<file path="src/rtl/oled_region_renderer.sv">
// ---------------------------------------------------------------------------
// oled_region_renderer
//
// Renders RGB565 colour for a 96x64 OLED from a small set of programmable
// rectangular-in-index (linear range) colour regions. Each region has a
// shadow descriptor (written by the configuration port) and an active
// descriptor (used for rendering). Shadow contents are copied to active on
// frame_begin so a frame never shows a half-updated configuration. Regions
// flagged as blinking are hidden during alternating blink half-periods.
//
// Ports
//   clk            in   1   rising-edge clock
//   reset_n        in   1   asynchronous active-low reset
//   frame_begin    in   1   start-of-frame pulse from the OLED driver
//   pixel_index    in  13   linear index of the requested pixel
//   cfg_we         in   1   configuration write strobe
//   cfg_sel        in   3   target region number
//   cfg_data       in  44   {enable, blink, start[12:0], end[12:0], color[15:0]}
//   pixel_data     out 16   registered colour for the previous pixel_index
//   commit_pending out  1   shadow differs from active, waiting for frame_begin
//   blink_phase    out  1   1 = blinking regions currently hidden
// ---------------------------------------------------------------------------
module oled_region_renderer #(
    parameter int          NUM_REGIONS  = 4,
    parameter int          PIX_COUNT    = 6144,
    parameter logic [15:0] BG_COLOR     = 16'h07E0,
    parameter int          BLINK_FRAMES = 30
) (
    input  logic        clk,
    input  logic        reset_n,
    input  logic        frame_begin,
    input  logic [12:0] pixel_index,
    input  logic        cfg_we,
    input  logic [2:0]  cfg_sel,
    input  logic [43:0] cfg_data,
    output logic [15:0] pixel_data,
    output logic        commit_pending,
    output logic        blink_phase
);

    localparam logic [3:0]  LP_NUM_REGIONS = 4'(NUM_REGIONS);
    localparam logic [13:0] LP_PIX_COUNT   = 14'(PIX_COUNT);
    localparam logic [7:0]  LP_BLINK_LAST  = 8'(BLINK_FRAMES - 1);

    typedef enum logic {
        IDLE    = 1'b0,
        PENDING = 1'b1
    } state_t;

    state_t      r_state;
    state_t      w_state_nxt;

    logic [43:0] r_shadow [NUM_REGIONS];
    logic [43:0] r_active [NUM_REGIONS];
    logic [7:0]  r_frame_cnt;
    logic        r_blink;
    logic [15:0] r_pixel_data;

    logic        w_cfg_valid;
    logic        w_in_range;
    logic [15:0] w_color;

    assign w_cfg_valid = cfg_we && ({1'b0, cfg_sel} < LP_NUM_REGIONS);
    assign w_in_range  = {1'b0, pixel_index} < LP_PIX_COUNT;

    // Descriptor storage. A write landing on the same edge as frame_begin is
    // forwarded straight into the active copy so the commit includes it.
    always_ff @(posedge clk or negedge reset_n) begin
        if (!reset_n) begin
            for (int i = 0; i < NUM_REGIONS; i++) begin
                r_shadow[i] <= '0;
                r_active[i] <= '0;
            end
        end else begin
            for (int i = 0; i < NUM_REGIONS; i++) begin
                if (w_cfg_valid && (cfg_sel == 3'(i))) begin
                    r_shadow[i] <= cfg_data;
                end
                if (frame_begin) begin
                    r_active[i] <= (w_cfg_valid && (cfg_sel == 3'(i))) ? cfg_data : r_shadow[i];
                end
            end
        end
    end

    // Commit FSM state register
    always_ff @(posedge clk or negedge reset_n) begin
        if (!reset_n) begin
            r_state <= IDLE;
        end else begin
            r_state <= w_state_nxt;
        end
    end

    // Commit FSM next state
    always_comb begin
        w_state_nxt = r_state;
        case (r_state)
            IDLE: begin
                if (w_cfg_valid && !frame_begin) begin
                    w_state_nxt = PENDING;
                end
            end
            PENDING: begin
                if (frame_begin) begin
                    w_state_nxt = IDLE;
                end
            end
            default: w_state_nxt = IDLE;
        endcase
    end

    assign commit_pending = (r_state == PENDING);

    // Blink timing: counter wraps on the frame that would reach BLINK_FRAMES.
    always_ff @(posedge clk or negedge reset_n) begin
        if (!reset_n) begin
            r_frame_cnt <= '0;
            r_blink     <= 1'b0;
        end else if (frame_begin) begin
            if (r_frame_cnt == LP_BLINK_LAST) begin
                r_frame_cnt <= '0;
                r_blink     <= ~r_blink;
            end else begin
                r_frame_cnt <= r_frame_cnt + 8'd1;
            end
        end
    end

    // Region match. Scanning from the highest region down lets the
    // lowest-numbered match overwrite the others. Empty ranges (start >= end)
    // can never satisfy both bounds.
    always_comb begin
        w_color = BG_COLOR;
        for (int i = NUM_REGIONS - 1; i >= 0; i--) begin
            if (r_active[i][43] &&
                (r_active[i][41:29] <= pixel_index) &&
                (pixel_index < r_active[i][28:16]) &&
                !(r_active[i][42] && r_blink)) begin
                w_color = r_active[i][15:0];
            end
        end
        if (!w_in_range) begin
            w_color = BG_COLOR;
        end
    end

    always_ff @(posedge clk or negedge reset_n) begin
        if (!reset_n) begin
            r_pixel_data <= BG_COLOR;
        end else begin
            r_pixel_data <= w_color;
        end
    end

    assign pixel_data  = r_pixel_data;
    assign blink_phase = r_blink;

endmodule

</file>
<file path="config.mk">
export PLATFORM = sky130hd
export DESIGN_NAME = oled_region_renderer
export DESIGN_NICKNAME = d
export VERILOG_FILES = /design/src/rtl/oled_region_renderer.sv
export SDC_FILE = /design/constraint.sdc
export NUM_CORES = 1
export LEC_CHECK = 0
export CORE_MARGIN = 2
export CORE_UTILIZATION = 45
export CTS_CLUSTER_SIZE = 10
export DETAILED_ROUTE_END_ITERATION = 8
export PLACE_DENSITY = 0.69
export SYNTH_ARGS = -nofsm -noshare
export SYNTH_HDL_FRONTEND = slang
export SYNTH_SLANG_ARGS = --single-unit
export TNS_END_PERCENT = 100
</file>
<file path="constraint.sdc">
create_clock -name clk -period 4.32 [get_ports clk]
set_input_delay 0.648 -clock clk [delete_from_list [all_inputs] [get_ports clk]]
set_output_delay 0.648 -clock clk [all_outputs]
set_load 0.01 [all_outputs]
</file>
=== Word-level counts from Yosys, hierarchy flattened ===
Index checks and enable logic that the tools add are counted.
W data, S select, Z words.

* Add/sub/neg operators: 1
* $lt $le $gt $ge: 10
* Equality and inequality tests: 4
* Muxes and demuxes: 13
* Bitwise operators: 2
* Reductions and logical operators: 29

{| class="wikitable"
|+ Operators with widths
! cell !! number
|-
| $mux W44 || 4
|-
| $mux W16 || 5
|-
| $le A13 B13 Y1 || 4
|-
| $lt A13 B13 Y1 || 4
|-
| $logic_and A1 B1 Y1 || 22
|-
| $lt A13 B13 Y1 const B || 1
|-
| $add A8 B1 Y8 const B || 1
|-
| $eq A8 B5 Y1 const B || 1
|-
| $mux W8 || 1
|-
| $eq A3 B2 Y1 const B || 2
|-
| $logic_not A1 Y1 || 5
|-
| $eq A3 B1 Y1 const B || 1
|-
| $logic_not A3 Y1 || 1
|-
| $lt A3 B3 Y1 const B || 1
|-
| $mux W1 || 2
|-
| $not A1 Y1 || 2
|-
| $pmux W1 S2 || 1
|-
| $reduce_and A2 Y1 || 1
|}

* Bits in registers: 378
* Input port bits: 64
* Output and inout port bits: 18
* Word-level logic and storage cells: 71

=== Longest topological paths before layout ===
Gate-level depths: netlist (run 1).

* Depth in word-level cells: 9
* Depth in mapped cells: 11
* Depth with buffers taken out: 9

=== Worst setup path before layout (run 1) ===
Ideal clock, no wire load.

* Path kind: in2reg
* From: in pixel_index[2]
* To: reg r_pixel_data[0], in the netlist pixel_data[0]
* Setup time: 133 ps
* Data arrival time: 2422 ps
* Required time: 4187 ps
* Slack: 1765 ps
* Cell stages on the path: 10
* Path buffers: 1
* Path through: inv_1 ha_1 nand3_1 or4_1 o211ai_2 o311a_4 nand2_2 clkbuf_1 o21ai_0 o211ai_1

* Cells in the longest elaborated chain, start to end: 9
* Elaborated cells between the ends (all ways): 26
* Those cells by class: order compare (9); mux (5); reduce/logical (12)

{| class="wikitable"
|+ RTL lines
! item !! line !! RTL
|-
| start, declared || 32 || <nowiki>input logic [12:0] pixel_index,</nowiki>
|-
| $le A13 B13 Y1 || 137 || <nowiki>(r_active[i][41:29] <= pixel_index) &&</nowiki>
|-
| $logic_and A1 B1 Y1 || 136 || <nowiki>if (r_active[i][43] &&</nowiki>
|-
| $logic_and A1 B1 Y1 || 137 ||
|-
| $logic_and A1 B1 Y1 || 138 || <nowiki>(pixel_index < r_active[i][28:16]) &&</nowiki>
|-
| $mux W16 (4 in a row) || 136 ||
|-
| $mux W16 * || 143 || <nowiki>if (!w_in_range) begin</nowiki>
|-
| net w_color[0] || 61 || <nowiki>logic [15:0] w_color;</nowiki>
|-
| end signal, assigned || 152 || <nowiki>r_pixel_data <= w_color;</nowiki>
|-
| end, declared || 57 || <nowiki>logic [15:0] r_pixel_data;</nowiki>
|}

Mark *: on every way through the listed nets, which the timed path passes. The rest lies on a longest branch.
A chain may end at the register's enable or synchronous reset.

=== Worst setup path in the final report (run 1) ===
* From: in pixel_index[2]
* To: reg r_pixel_data[11], in the netlist pixel_data[11]

The elaborated chain is that of the path after synthesis.

==> impl_metrics.json, run 1 <==
{
  "viasPerCell": 5.37,
  "design_area_um2": 19300,
  "cts_tree": "done",
  "dr.first_iter.drc_count": 777,
  "min_period_over_period": 0.757,
  "route.layer.met1.wl_um": 17800,
  "start_util": 0.458,
  "crit_path_start": "pixel_index[2]",
  "slowest_delay_ps": 680,
  "worstReg2RegStart": "r_active[150]$_DFFE_PN0P_",
  "power_density_nw_per_um2": 505,
  "final_layout_size_suffix_gt1_frac": 0.163,
  "layout_commonest_cell": "dfrtp_1",
  "clk_pin_slew_worst_paths_ps": 50,
  "num_vias": 11200,
  "mostFrequentLayoutCells": "dfrtp_1, nor2_1, mux2_2",
  "rsz0062_at_grt": "no",
  "clkPwrFrac": 0.323,
  "root_buffer": "clkbuf_16",
  "finalMaxSlewViolations": 0,
  "critPathArrivalTime_ps": 3660,
  "worst_slew_pin_slew_ps": 1170,
  "place_inst": 2030,
  "antenna_found_initial": 0,
  "swShare": 0.276,
  "cp_data_required_time_ps": 4710,
  "drt-total-wl_um": 37700,
  "fin_nets": 1773,
  "path_class": "in -> reg",
  "grt_pass1_wl_um": 62000,
  "area_delta_synth_final_pct": 14.9,
  "intPower_mw": 7.07,
  "met2_length_um": 17400,
  "die_area_um2": 38900,
  "post-route-drc-count": 0,
  "netlist_area_um2": 16800,
  "async_flop_share": 1.00,
  "hold_path_class": "in -> async",
  "p_leak_nw": 8.68,
  "worst-path-buf-inv": 2,
  "synth_edf_count": 0,
  "post_cts_resized": 0,
  "cts_buffers": 43,
  "ios": 82,
  "seq_area_um2": 9470,
  "switchingPower_mw": 2.70,
  "fp-row-count": 70,
  "fmax_ghz": 0.306,
  "tns_ps": 0,
  "hpwl_um": 24400,
  "clock_path_buffers": 3,
  "finalHoldViolCount": 0,
  "fin_crit_ps": 3270,
  "synth_seq_cells": 378,
  "place_area_um2": 18200,
  "multi_input_area_um2": 6780,
  "r2r_setup_slack_ps": 1500,
  "seq_area_frac_synth": 0.563,
  "dr_wl_met3_um": 1380,
  "postSynthCellCount": 1529,
  "post_cts_buffers": 0,
  "status": "completed",
  "stdcell_count": 2085,
  "htreeDepth": 2,
  "synth.distinct_cells": 58,
  "fin_skew_ps": 16.9,
  "ys.flop_type": "dfrtp_1",
  "io_buffer_count": 81,
  "setup-violations-final": 0,
  "maxCapViolations": 0,
  "dr.pass1.iters": 5,
  "clkSinkCount": 378,
  "clk_latency_ps": 530,
  "syn_nets": 1695,
  "die_h_um": 197,
  "p_seq_frac": 0.473,
  "peakVddDrop_mv": 0.258,
  "critical-path-top-delay-family": "compound AO/OA/AOI/OAI gates",
  "drtAntennaViolNets": 0,
  "wl_per_cell_um": 18.1,
  "grt_pass1_vias": 11500,
  "slew_headroom": 0.221,
  "gr-total-overflow": 0,
  "groute.usage.overall": 0.201,
  "end_kind": "flop",
  "gp_congestion": 0.866,
  "p_comb_frac": 0.204,
  "top_layer_used": "met4",
  "ctsHoldBuffers": 0,
  "grt_max_degree": 167,
  "die_w_um": 197,
  "fill_cells": 3167,
  "slowest_stage": "clkdlybuf4s50_1",
  "critPathMaxFanout": 32,
  "core_area_um2": 36700,
  "synth_warnings": 0,
  "crit_chain": "clkdlybuf4s50_1 -> ha_1 -> a21o_1 -> a31oi_1 -> o21ai_0 -> a311oi_1 -> a21boi_2 -> buf_4 -> a32oi_1 -> o211ai_1",
  "startpoint_type": "input port",
  "syn_avg_cell_area_um2": 11.0
}
## cells in the mapped netlist (2+ instances only)
master      n  share of area
o21ai_1     2        0.00060
and3_1      4         0.0015
buf_6       2         0.0013
nand3_1    20         0.0060
o21bai_1    3         0.0013
a21o_1     11         0.0049
nand3b_1    9         0.0040
o211ai_1   12         0.0054
xor2_1      3         0.0016
a31oi_1     2        0.00074
o31ai_1     5         0.0022
nor2b_1     5         0.0019
ha_1      102          0.076
nor3_1      2        0.00060
a211oi_1    5         0.0022
mux2_2    177           0.12
o311a_1     6         0.0036
buf_2      16         0.0048
a221oi_1    3         0.0016
nor2_1    352          0.079
nand2_1    88          0.020
and4_1      6         0.0031
clkbuf_1   46          0.010
dfrtp_1   372           0.55
a21boi_0    2        0.00089
nand4_1    15         0.0056
dfstp_2     6         0.0094
a21oi_1    30         0.0089
nand2b_1    3         0.0011
inv_1      82          0.018
o21ai_0    96          0.029
a32oi_1    16         0.0083
## final timing paths
check | end | cells past startpoint
max | pixel_data[11]$_DFF_PN0_ | 10
min | r_shadow[34]$_DFF_PN0_ | 1
max reg2reg | pixel_data[11]$_DFF_PN0_ | 10
min reg2reg | r_frame_cnt[7]$_DFFE_PN0P_ | 1
max in group asynchronous | r_shadow[85]$_DFF_PN0_ | 2
min in group clk | r_frame_cnt[7]$_DFFE_PN0P_ | 1
## area by class of cell
type | count | area share
Tap cell | 468 | 0.0303
Inverter | 83 | 0.0162
Antenna cell | 1 | 0.000130
Sequential cell | 378 | 0.490
Clock buffer | 54 | 0.0600
Multi-Input combinational cell | 1002 | 0.351
Timing Repair Buffer | 99 | 0.0525
## per-stage QoR
step / utilization / power, mW / hold slack, ps / setup slack [ps]
after global routing: 0.526 / 10.3 / 265 / 928
after detailed placement: 0.495 / 6.68 / 455 / 607
after CTS: 0.526 / 9.87 / 233 / 1110
after global placement: 0.495 / 6.58 / 451 / 665
final: 0.526 / 9.77 / 196 / 1050
after floorplan: - / 5.92 / 352 / 1760
## routing by layer
layer	up-vias	track usage
met1	5643	0.282
met4	0	0.0693
li1	5316	-
met3	68	0.0312
met2	175	0.320
met5	-	0
## cells by family after synthesis
group                      after synthesis  share of synthesized area
xor gates and xnor gates                 4                    0.00208
AOI/OAI and AO/OA                      203                     0.0767
buffers and inverters                  149                     0.0360
and+or+nand+nor                        515                      0.127
muxes                                  178                      0.119
adders and majority gates              102                     0.0759
DFF                                    378                      0.563
## flip-flops by register name, summed over array words and instances, names as in the netlist
name and count:
r_active 176, r_frame_cnt 8, r_shadow 176, commit_pending 1, blink_phase 1, pixel_data 16
## power by group through the flow
stage / logic [mW] / registers, mW / clock network [mW]
floorplan: 1.34 / 4.58 / 0
global route: 2.27 / 4.69 / 3.38
CTS: 2.01 / 4.62 / 3.23
global placement: 1.92 / 4.66 / 0
finish: 1.99 / 4.62 / 3.15
detailed placement: 2.00 / 4.68 / 0
Note: power is estimated with default switching activity, not from simulation.
==> inputs of run 2 (changes only) <==
--- a/config.mk
+++ b/config.mk
@@ -9,7 +9,7 @@
 export CORE_UTILIZATION = 45
 export CTS_CLUSTER_SIZE = 10
 export DETAILED_ROUTE_END_ITERATION = 8
-export PLACE_DENSITY = 0.69
+export PLACE_DENSITY = 0.72
 export SYNTH_ARGS = -nofsm -noshare
 export SYNTH_HDL_FRONTEND = slang
 export SYNTH_SLANG_ARGS = --single-unit
==> constraint.sdc (replaced) <==
create_clock -name clk -period 2.9 [get_ports clk]
set_input_delay 0.435 -clock clk [delete_from_list [all_inputs] [get_ports clk]]
set_output_delay 0.435 -clock clk [all_outputs]
set_load 0.01 [all_outputs]
==> run 2 against run 1 <==
Combinational power increased by 58%. Non-clock buffer count up 54. Utilization grew 1.6 points. Via count up 1.8%. Sequential cell count stayed put. Total power up 53%. Final area is 3.0% higher. Global-route usage grew 0.26 points. Worst hold slack improved by 45 ps. Critical endpoint is now pixel_data[7]$_DFF_PN1_. Highest routed layer is now met5.
==> impl_metrics.json, run 2 (synthesis results as in run 1) <==
{
  "fin_skew_ps": 20.9,
  "fmax_ghz": 0.361,
  "post_cts_resized": 0,
  "rr_endpoint": "pixel_data[7]$_DFF_PN1_",
  "dr.first_iter.drc_count": 691,
  "die_h_um": 197,
  "cts_tree": "done",
  "drtAntennaViolNets": 0,
  "cp_data_required_time_ps": 3360,
  "final_layout_size_suffix_gt1_frac": 0.191,
  "crit_chain": "clkdlybuf4s50_1 -> buf_4 -> ha_1 -> a221oi_1 -> o21ai_0 -> a311oi_1 -> buf_4 -> a21boi_2 -> buf_12 -> a32oi_1 -> o311a_1",
  "p_comb_frac": 0.212,
  "clock_path_buffers": 3,
  "fin_nets": 1828,
  "startpoint_type": "input port",
  "fp-row-count": 70,
  "seq_area_um2": 9470,
  "die_w_um": 197,
  "fill_cells": 3079,
  "clkSinkCount": 378,
  "io_buffer_count": 81,
  "antennaDiodeCount": 0,
  "cts_buffers": 44,
  "multi_input_area_um2": 6780,
  "power_density_nw_per_um2": 749,
  "root_buffer": "clkbuf_16",
  "layout_commonest_cell": "dfrtp_1",
  "grt_use_met3": 0.0321,
  "cp_common_cell": "buf_4",
  "critPathMaxFanout": 32,
  "finalMaxSlewViolations": 0,
  "clkPwrFrac": 0.326,
  "drt-total-wl_um": 38300,
  "mostFrequentLayoutCells": "dfrtp_1, nor2_1, mux2_2",
  "status": "completed",
  "slowest_delay_ps": 430,
  "setup-violations-final": 0,
  "viasPerCell": 5.32,
  "dr.pass1.iters": 5,
  "groute.usage.overall": 0.204,
  "min_period_over_period": 0.954,
  "critPathArrivalTime_ps": 3230,
  "end_kind": "flop",
  "path_class": "in -> reg",
  "htreeDepth": 2,
  "slowest_stage": "clkdlybuf4s50_1",
  "clk_pin_slew_worst_paths_ps": 60,
  "grt_max_degree": 134,
  "gp_congestion": 0.849,
  "reg2reg_depth": 10,
  "crit_path_end": "pixel_data[7]$_DFF_PN1_",
  "slew_headroom": 0.487,
  "p_leak_nw": 9.00,
  "grt_pass1_wl_um": 63200,
  "peakVddDrop_mv": 0.447,
  "maxCapViolations": 0,
  "area_delta_synth_final_pct": 18.3,
  "use_met2": 0.333,
  "hold_path_class": "in -> reg",
  "post_cts_buffers": 0,
  "wl_per_cell_um": 17.9,
  "p_seq_frac": 0.463,
  "worst_slew_pin_slew_ps": 770,
  "grt_use_met1": 0.282,
  "start_util": 0.458,
  "die_area_um2": 38900,
  "grt_busiest_layer": "met2",
  "grt_pass1_vias": 11900,
  "intPower_mw": 10.8,
  "num_vias": 11400,
  "crit_path_start": "pixel_index[12]",
  "finalHoldViolCount": 0,
  "hpwl_um": 25400,
  "post-route-drc-count": 0,
  "tns_ps": 0,
  "fin_util": 0.542,
  "rsz0062_at_grt": "no",
  "clk_latency_ps": 540,
  "core_area_um2": 36700,
  "switchingPower_mw": 4.10,
  "swShare": 0.275,
  "worstReg2RegStart": "r_active[160]$_DFFE_PN0P_",
  "gr-total-overflow": 0,
  "ios": 82,
  "antenna_found_initial": 1,
  "fin_crit_ps": 2770,
  "r2r_setup_slack_ps": 270
}
-- run 2: metal layers --
metal,vias to the layer above,wire (um)
li1,5429,-
met1,5704,18000
met2,200,17900
met3,67,1470
met4,2,914
met5,-,16
-- run 2: power by group through the flow --
stage / sequential (mW) / combinational, mW / clock [mW]
2_1_floorplan: 6.82 / 1.99 / 0
3_3_place_gp: 6.93 / 3.03 / 0
3_5_place_dp: 6.98 / 3.15 / 0
4_1_cts: 6.90 / 3.18 / 4.96
5_1_grt: 7.01 / 3.57 / 5.19
6_report: 6.89 / 3.15 / 4.86
-- run 2: cell type report --
cell class                      count  share of cell area
Clock buffer                       56              0.0592
Clock inverter                      2             0.00176
Inverter                           83              0.0157
Multi-Input combinational cell   1002               0.341
Sequential cell                   378               0.476
Tap cell                          468              0.0294
Timing Repair Buffer              153              0.0778
-- run 2: how the worst min path moves through the flow --
| stage | startpoint | endpoint | cells after the start |
|---|---|---|---|
| after floorplan | reset_n | blink_phase$_DFFE_PN0P_ | 0 |
| after global placement | reset_n | r_shadow[95]$_DFF_PN0_ | 1 |
| after detailed placement | reset_n | r_shadow[95]$_DFF_PN0_ | 1 |
| after CTS | frame_begin | r_active[175]$_DFFE_PN0P_ | 3 |
| after global routing | frame_begin | r_active[72]$_DFFE_PN0P_ | 2 |
| final | frame_begin | r_active[175]$_DFFE_PN0P_ | 3 |
-- run 2: metrics by stage --
step / instance area (um2) / instances / hold slack (ps) / setup WS, ps / power [mW]
2_1_floorplan: 16800 / 1529 / 139 / 558 / 8.81
3_3_place_gp: 18700 / 2083 / 417 / -344 / 9.96
3_5_place_dp: 18700 / 2083 / 421 / -359 / 10.1
4_1_cts: 19900 / 2142 / 223 / 162 / 15.0
5_1_grt: 19900 / 2142 / 238 / 11.0 / 15.8
6_report: 19900 / 2142 / 240 / 133 / 14.9
-- run 2: critical path, delay by kind of cell --
| family | cells | cell delay [ps] |
|---|---|---|
| AO/OA/AOI/OAI | 6 | 1480 |
| adder cells (fa/ha/maj) | 1 | 320 |
| buffers and inverters | 4 | 980 |
-- run 2: what timing repair did --
item	CTS	global route
hold endpoints to repair	53	0
setup endpoints to repair	0	0
hold buffers	1	0
